--- config.mk ---
export PLATFORM = sky130hd
export DESIGN_NAME = regfile_scan
export DESIGN_NICKNAME = d
export VERILOG_FILES = /design/src/rtl/regfile_scan.sv
export SDC_FILE = /design/constraint.sdc
export NUM_CORES = 1
export LEC_CHECK = 0
export CAP_MARGIN = 5
export CORE_MARGIN = 1.5
export CORE_UTILIZATION = 42
export CTS_CLUSTER_SIZE = 24
export DETAILED_ROUTE_END_ITERATION = 8
export PLACE_DENSITY = 0.86
export SLEW_MARGIN = 20
export SYNTH_ARGS = -nofsm -noshare
export SYNTH_HDL_FRONTEND = slang
export SYNTH_SLANG_ARGS = --single-unit
export TNS_END_PERCENT = 50
--- constraint.sdc ---
create_clock -name clk -period 1.55 [get_ports clk]
set_input_delay 0.31 -clock clk [delete_from_list [all_inputs] [get_ports clk]]
set_output_delay 0.31 -clock clk [all_outputs]
set_load 0.05 [all_outputs]
--- src/rtl/regfile_scan.sv ---
// Register-file debug scanner: walks first..last (with wrap), snapshots each
// register and streams (addr, data) words out on a valid/ready handshake.
//
// Ports:
//   clk, rst        clock, synchronous active-low reset
//   start, abort    scan request (IDLE only) / synchronous cancel
//   first_addr      first register of the scan, sampled with start
//   last_addr       last register of the scan, sampled with start
//   scan_addr       read address to the register file
//   scan_data       combinational read data from the register file
//   out_valid       out_addr/out_data hold a captured word
//   out_ready       downstream accepts the word
//   out_addr        register number of the presented word
//   out_data        captured register value
//   busy            high in FETCH, HOLD and DONE
//   done            one-cycle pulse after the last word is accepted
module regfile_scan #(
    parameter int ADDR_W = 5,
    parameter int DATA_W = 32
) (
    input  logic              clk,
    input  logic              rst,
    input  logic              start,
    input  logic              abort,
    input  logic [ADDR_W-1:0] first_addr,
    input  logic [ADDR_W-1:0] last_addr,
    output logic [ADDR_W-1:0] scan_addr,
    input  logic [DATA_W-1:0] scan_data,
    output logic              out_valid,
    input  logic              out_ready,
    output logic [ADDR_W-1:0] out_addr,
    output logic [DATA_W-1:0] out_data,
    output logic              busy,
    output logic              done
);

    typedef enum logic [1:0] {
        IDLE,
        FETCH,
        HOLD,
        DONE
    } state_t;

    state_t            state_q;
    logic [ADDR_W-1:0] cnt_q;
    logic [ADDR_W-1:0] end_q;
    logic [ADDR_W-1:0] out_addr_q;
    logic [DATA_W-1:0] out_data_q;
    logic              out_valid_q;
    logic              busy_q;
    logic              done_q;

    // Counter wraps naturally at 2**ADDR_W, giving the first..31, 0..last walk.
    logic [ADDR_W-1:0] cnt_d;
    logic              hs;

    assign cnt_d = cnt_q + ADDR_W'(1);
    assign hs    = out_valid_q & out_ready;

    always_ff @(posedge clk) begin
        if (!rst) begin
            state_q     <= IDLE;
            cnt_q       <= '0;
            end_q       <= '0;
            out_addr_q  <= '0;
            out_data_q  <= '0;
            out_valid_q <= 1'b0;
            busy_q      <= 1'b0;
            done_q      <= 1'b0;
        end else begin
            done_q <= 1'b0;
            // Abort wins over a same-cycle handshake; the pending word is dropped.
            if (abort && state_q != IDLE) begin
                state_q     <= IDLE;
                out_valid_q <= 1'b0;
                busy_q      <= 1'b0;
            end else begin
                unique case (state_q)
                    IDLE: begin
                        if (start) begin
                            cnt_q   <= first_addr;
                            end_q   <= last_addr;
                            busy_q  <= 1'b1;
                            state_q <= FETCH;
                        end
                    end
                    FETCH: begin
                        out_data_q  <= scan_data;
                        out_addr_q  <= cnt_q;
                        out_valid_q <= 1'b1;
                        state_q     <= HOLD;
                    end
                    HOLD: begin
                        if (hs) begin
                            out_valid_q <= 1'b0;
                            if (out_addr_q == end_q) begin
                                done_q  <= 1'b1;
                                state_q <= DONE;
                            end else begin
                                cnt_q   <= cnt_d;
                                state_q <= FETCH;
                            end
                        end
                    end
                    DONE: begin
                        busy_q  <= 1'b0;
                        state_q <= IDLE;
                    end
                    default: state_q <= IDLE;
                endcase
            end
        end
    end

    assign scan_addr = cnt_q;
    assign out_valid = out_valid_q;
    assign out_addr  = out_addr_q;
    assign out_data  = out_data_q;
    assign busy      = busy_q;
    assign done      = done_q;

endmodule

==> out/metrics.csv, run 1 <==
metric,value,unit
# IOs,92,
reg2reg path depth,4,
Syn Area/Cell,8.288,um2
Mapped Cells,258,
Crit path largest cell delay,420,ps
CP max stage cell,dfxtp_2,
DRC,0,
Worst-path clk slew,90,ps
mux contribution to synthesized area,0.004681,
Synth Area in Compound Gates,0.2089,
Routed WL,5764,um
Synth Register Bits,52,
initial antenna violation count,0,
RSZ-0062 raised after global routing,no,
Post-DRT Antenna Nets,0,
Final Total Pwr,0.003021,W
"Largest delay share family, worst path",compound AO/OA/AOI/OAI gates,
DR pass1 iterations,4,
Synth Cell Area,0.002138,mm2
syn nets,306,
worst slew pin tran,307.9,ps
"Warnings, synthesis",0,
peak supply drop,713.5,uV
largest family of logic cells by synthesized area,simple AND/OR/NAND/NOR gates,
status,"complete, no violations",
"Primary FF master, synth",dfxtp_1,
HP Start,out_ready,
"Hold-fix buffers, CTS",0,
Leak,1.346,nW
Syn-to-layout area delta,59.92,%
clk root buf,clkbuf_8,
fin util,0.7099,
simple-gate share of the synthesized area,0.2194,
RD Place Congestion,0.8701,
minimum clock period,1440,ps
startpoint types,flop,
clk_skew,3.125,ps
Die X,74.35,um
Peak Freq,694.3,MHz
Synth Area in XOR/XNOR,0.02048,
Worst Hold Class,in -> reg,
CTS tree,yes,
Worst EP required,1750,ps
first-pass GRT wire length,9025,um
IO buf count,91,
final worst-path cycle share,0.9292,
pin count of the biggest net entering global routing,23,
"Seq/Total Area, Yosys",0.4868,
WS Path Type,reg -> reg,
Die Y,74.35,um
Pwr Density,883.6,mW/mm2
initial core utilization,0.4439,
R2R Setup Slk,110,ps
Clock Tree Buf Depth,2,
WL/cell,13.56,um
number of flops mapped to enable cells by yosys,0,
H-tree levels,2,
Max Slew Vio Count,0,
ANT cells,0,
die area,0.005528,mm2
Via density,4.939,
HPWL Detailed,4253,um
Buf/Inv on CP,0,
Max-Cap Viols,0,
NumNets Final,405,
Reg2Reg Capture Point,scan_addr[4]$_SDFFE_PN0P_,
Post-synth ARST share,0,
Total Routing Usage GR,0.2097,
final setup fails,0,
Post-Synth Adder-Cell Area,0.005851,
layout cell share with drive strength beyond 1,0.2486,
core box area,0.004817,mm2
cts bufs inserted,5,
Fill cells,401,
total grt overflow,0,
Worst Hold Depth,3,
clk sinks,52,
Synth cell types,37,
Critical Path AT,1640,ps
DR vias,2099,
cell row count,25,
Critical R2R Launch,state_q[1]$_SDFFE_PP0P_,
Worst-Skew Late Latency,300,ps
critical path capture point type,flop,
CP Cell Sequence,nand4b_1 -> a221oi_2 -> o21ai_1 -> a32o_1,
Crit Path Max Fanout,6,
final hold viol count,0,
slew margin rel.,0.7944,
drt initial violations,109,
WHS Endpoint,state_q[1]$_SDFFE_PP0P_,
vias in the first global route,1946,
[state kept, by name (all words and copies together) (netlist names)]
signal,count
out_addr,5
busy,1
scan_addr,5
done,1
out_valid,1
state_q,2
end_q,5
out_data,32
[metal layers]
metal	vias to the layer above	wire length, um	GRT usage
met1	955	2386	0.2456
met2	71	2974	0.3819
li1	1066	-	-
met5	-	0	0
met3	7	344	0.04743
met4	0	59	0.06061
[cell usage in the layout (no fill, tap or decap), drive strengths merged, types with 2 or more instances in the layout]
cell	netlist	layout
nand2	83	83
buf	10	64
dfxtp	52	52
clkdlybuf4s50	0	44
a21oi	41	41
o21ai	8	8
a21boi	7	7
xnor2	5	5
clkbuf	8	5
nor2	5	5
nand3	4	4
a32o	4	4
nand2b	4	4
o211ai	3	3
inv	3	3
or2	2	2
or3	2	2
a211oi	2	2
dlymetal6s2s	0	2
a221oi	2	2
o21a	2	2
[stage by stage]
step	cells	instance area, um2	hold slack [ps]	setup WS, ps	setup TNS (ps)
floorplan	258	2148	429.4	33.59	0
global placement	417	3294	441.2	-188.0	-3329
detailed placement	417	3294	446.9	-249.2	-4340
CTS	425	3407	459.6	40.19	0
global route	425	3420	385.8	12.55	0
finish	425	3420	371.0	109.7	0
[worst max-delay path by stage]
stage | depth (start not counted) | to | slack, ps | startpoint
4_1_cts | 5 | scan_addr[4]$_SDFFE_PN0P_ | 40 | abort
6_report | 4 | scan_addr[4]$_SDFFE_PN0P_ | 110 | state_q[1]$_SDFFE_PP0P_
3_3_place_gp | 5 | scan_addr[4]$_SDFFE_PN0P_ | -190 | abort
2_1_floorplan | 4 | scan_addr[4]$_SDFFE_PN0P_ | 30 | scan_addr[2]$_SDFFE_PN0P_
3_5_place_dp | 5 | scan_addr[0]$_SDFFE_PN0P_ | -250 | abort
5_1_grt | 4 | done$_SDFF_PP0_ | 10 | out_addr[2]$_SDFFE_PN0P_
[final cells by class]
class | instances | area (um2) | area share
sequential | 52 | 1052 | 0.3077
clock inverter | 3 | 42.54 | 0.01244
multi-input combinational | 185 | 989.7 | 0.2894
clock buffer | 5 | 68.82 | 0.02012
timing repair buffer | 110 | 1171 | 0.3425
tap | 67 | 83.83 | 0.02452
inverter | 3 | 11.26 | 0.003293
[Yosys cell counts, drive strengths merged, types with 3 or more instances]
master  count  area share
nand3       4      0.0094
dfxtp      52        0.49
nand2b      4       0.022
o21ai       8       0.019
a21oi      41       0.098
nand2      83        0.15
a32o        4       0.019
a21boi      7       0.025
clkbuf      8       0.014
buf        10       0.035
xnor2       5       0.020
nor2        5       0.012
inv         3      0.0053
o211ai      3       0.011
[where the power goes]
group	total, W	switching (W)	internal (W)
Sequential	0.00144	0.0000494	0.00139
Combinational	0.000667	0.000344	0.000322
Clock	0.000914	0.000436	0.000478
Total	0.00302	0.000829	0.00219
[logic make-up after synthesis]
kind of cell	Yosys count
XOR/XNOR	5
adder cells (fa/ha/maj)	1
flip-flops	52
AO/OA/AOI/OAI	73
buffers and inverters	21
multiplexers	1
AND/OR/NAND/NOR	105
[worst register-to-register path, cell delays in order (launching register included)]
cell and delay (ps):
dfxtp_2 420, nand4b_1 220, a221oi_2 300, o21ai_1 120
a32o_1 270
[repair_timing]
| item | CTS | global route |
|---|---|---|
| hold endpoints to repair | 0 | 0 |
| gates resized for setup | 1 | 4 |
| pin swaps | 0 | 4 |
| endpoints found under the setup margin | 1 | 2 |
| setup buffers | 0 | 0 |
Power figures use the tool's default switching activity.
==> run 2: changes to the inputs <==
--- a/config.mk
+++ b/config.mk
@@ -6,7 +6,6 @@
 export NUM_CORES = 1
 export LEC_CHECK = 0
 export CAP_MARGIN = 5
-export CORE_MARGIN = 1.5
 export CORE_UTILIZATION = 42
 export CTS_CLUSTER_SIZE = 24
 export DETAILED_ROUTE_END_ITERATION = 8
==> out/metrics.csv, run 2 (same netlist as run 1, synthesis figures left out) <==
metric,value,unit,change
Clock Tree Buf Depth,2,,unchanged
clk sinks,52,,unchanged
die area,0.005380,mm2,-2.7%
NumNets Final,405,,unchanged
Pwr Density,864.0,mW/mm2,-2.2%
Die Y,73.35,um,-1.3%
first-pass GRT wire length,8894,um,-1.5%
peak supply drop,552.5,uV,-23%
Worst EP required,1760,ps,about the same
WL/cell,13.26,um,-2.2%
H-tree levels,2,,unchanged
slew margin rel.,0.8237,,+0.02931
Internal,0.002045,W,-6.7%
Fill cells,396,,-1.2%
startpoint types,input port,,
Max Slew Vio Count,0,,unchanged
layout cell share with drive strength beyond 1,0.2430,,-0.005587
cts bufs inserted,5,,unchanged
drt initial violations,140,,+28%
critical path capture point type,flop,,
Worst-Skew Late Latency,310,ps,about the same
IO buf count,91,,unchanged
"Largest delay share family, worst path",compound AO/OA/AOI/OAI gates,,
clock group share of total power,0.278,,-0.024
setup TNS,0,ps,unchanged
minimum clock period,1504,ps,+64.06 ps
Leak,1.314,nW,-2.4%
# IOs,92,,unchanged
ANT cells,0,,unchanged
Reg area,0.001051,mm2,-0.12%
sw power,0.0008676,W,+4.6%
Comb pwr share,0.230,,+0.009
Worst Hold Class,reg -> reg,,
"leading cell type in the layout, fill and taps excluded",nand2_1,,
Via density,5.021,,+1.7%
initial antenna violation count,0,,unchanged
Total Routing Usage GR,0.2127,,+0.002962
final hold viol count,0,,unchanged
total grt overflow,0,,unchanged
DR pass1 iterations,4,,unchanged
Critical Path AT,1720,ps,+80 ps
Crit path largest cell delay,420,ps,about the same
pin count of the biggest net entering global routing,38,,+65%
RD Place Congestion,0.9100,,+4.6%
Final Total Pwr,0.002912,W,-3.6%
vias in the first global route,1984,,+2.0%
HPWL Detailed,4135,um,-2.8%
Max-Cap Viols,0,,unchanged
CTS tree,yes,,
Crit Path Max Fanout,5,,-1
CP max stage cell,clkdlybuf4s50_1,,
Routed WL,5635,um,-2.2%
final worst-path cycle share,0.9705,,+0.04133
DR vias,2134,,+1.7%
cell row count,25,,unchanged
register share of total power,0.492,,+0.015
final setup fails,0,,unchanged
Buf/Inv on CP,1,,+1
WS Path Type,in -> reg,,
core box area,0.004817,mm2,unchanged
initial core utilization,0.4439,,unchanged
"Hold-fix buffers, CTS",0,,unchanged
Worst-path clk slew,110,ps,+20 ps
switching share of power,0.2979,,+0.02340
most frequent cells in the layout,"nand2_1 (83), buf_4 (48), clkdlybuf4s50_1 (46), dfxtp_1 (44), a21oi_1 (40)",,
Peak Freq,664.7,MHz,-4.3%
postcts setup bufs,0,,unchanged
CP Cell Sequence,clkdlybuf4s50_1 -> nand4b_1 -> a21oi_2 -> o211ai_1 -> a32o_1,,
DRC,0,,unchanged
multi-input logic area,988.4,um2,-0.13%
RSZ-0062 raised after global routing,no,,
clk_skew,11.72,ps,+8.591 ps
Die X,73.35,um,-1.3%
status,"complete, no violations",,
Syn-to-layout area delta,57.64,%,
Post-DRT Antenna Nets,0,,unchanged
clk root buf,clkbuf_8,,
worst slew pin tran,263.7,ps,-44.29 ps
Largest register FFs,32,,unchanged
-- run 2: power by group through the flow --
stage / Sequential (W) / Combinational [W] / Clock [W]
floorplan: 0.00161 / 0.000191 / 0
global placement: 0.00146 / 0.000656 / 0
detailed placement: 0.00146 / 0.000666 / 0
CTS: 0.00143 / 0.000668 / 0.000831
global route: 0.00144 / 0.000708 / 0.000878
finish: 0.00143 / 0.000669 / 0.000810
-- run 2: final timing paths --
check                                          startpoint                   endpoint  slack [ps]  cells after the start
worst max-delay path                                abort  scan_addr[2]$_SDFFE_PN0P_          50                      5
worst min-delay path            out_data[10]$_SDFFE_PN0P_  out_data[10]$_SDFFE_PN0P_         460                      2
worst max register to register    state_q[1]$_SDFFE_PP0P_  scan_addr[2]$_SDFFE_PN0P_          70                      4
worst min register to register  out_data[10]$_SDFFE_PN0P_  out_data[10]$_SDFFE_PN0P_         460                      2
-- run 2: routing by layer --
metal	track usage	up-vias	routed length, um
li1	-	1065	-
met1	0.2626	985	2468
met2	0.3642	73	2751
met3	0.04938	11	312
met4	0.07265	0	102
met5	0	-	0
-- run 2: repair_timing --
action	4_1_cts	5_1_grt
endpoints found under the setup margin	0	1
gates resized for setup	0	1
endpoints found under the hold margin	0	0
-- run 2: final cells by class --
| cell class | instances | share of cell area |
|---|---|---|
| clock buffer | 5 | 0.02042 |
| clock inverter | 3 | 0.007795 |
| inverter | 3 | 0.003341 |
| multi-input combinational | 185 | 0.2932 |
| sequential | 52 | 0.3118 |
| tap | 67 | 0.02487 |
| timing repair buffer | 110 | 0.3385 |
-- run 2: tightest hold or removal path, delay by kind of cell (launching register included) --
| family | cells | cell delay, ps |
|---|---|---|
| AND/OR/NAND/NOR | 1 | 50 |
| AO/OA/AOI/OAI | 1 | 50 |
| flip-flops | 1 | 320 |
-- run 2: through the flow --
step	worst slack [ps]	area, um2	std cells	hold WS (ps)	utilization
final	45.66	3371	425	458.1	0.6997
after global routing	10.06	3371	425	474.6	0.6997
after CTS	84.22	3364	425	460.9	0.6984
after detailed placement	-247.1	3269	417	447.3	0.6787
after global placement	-172.5	3269	417	440.4	0.6787
after floorplan	33.59	2148	258	429.4	-
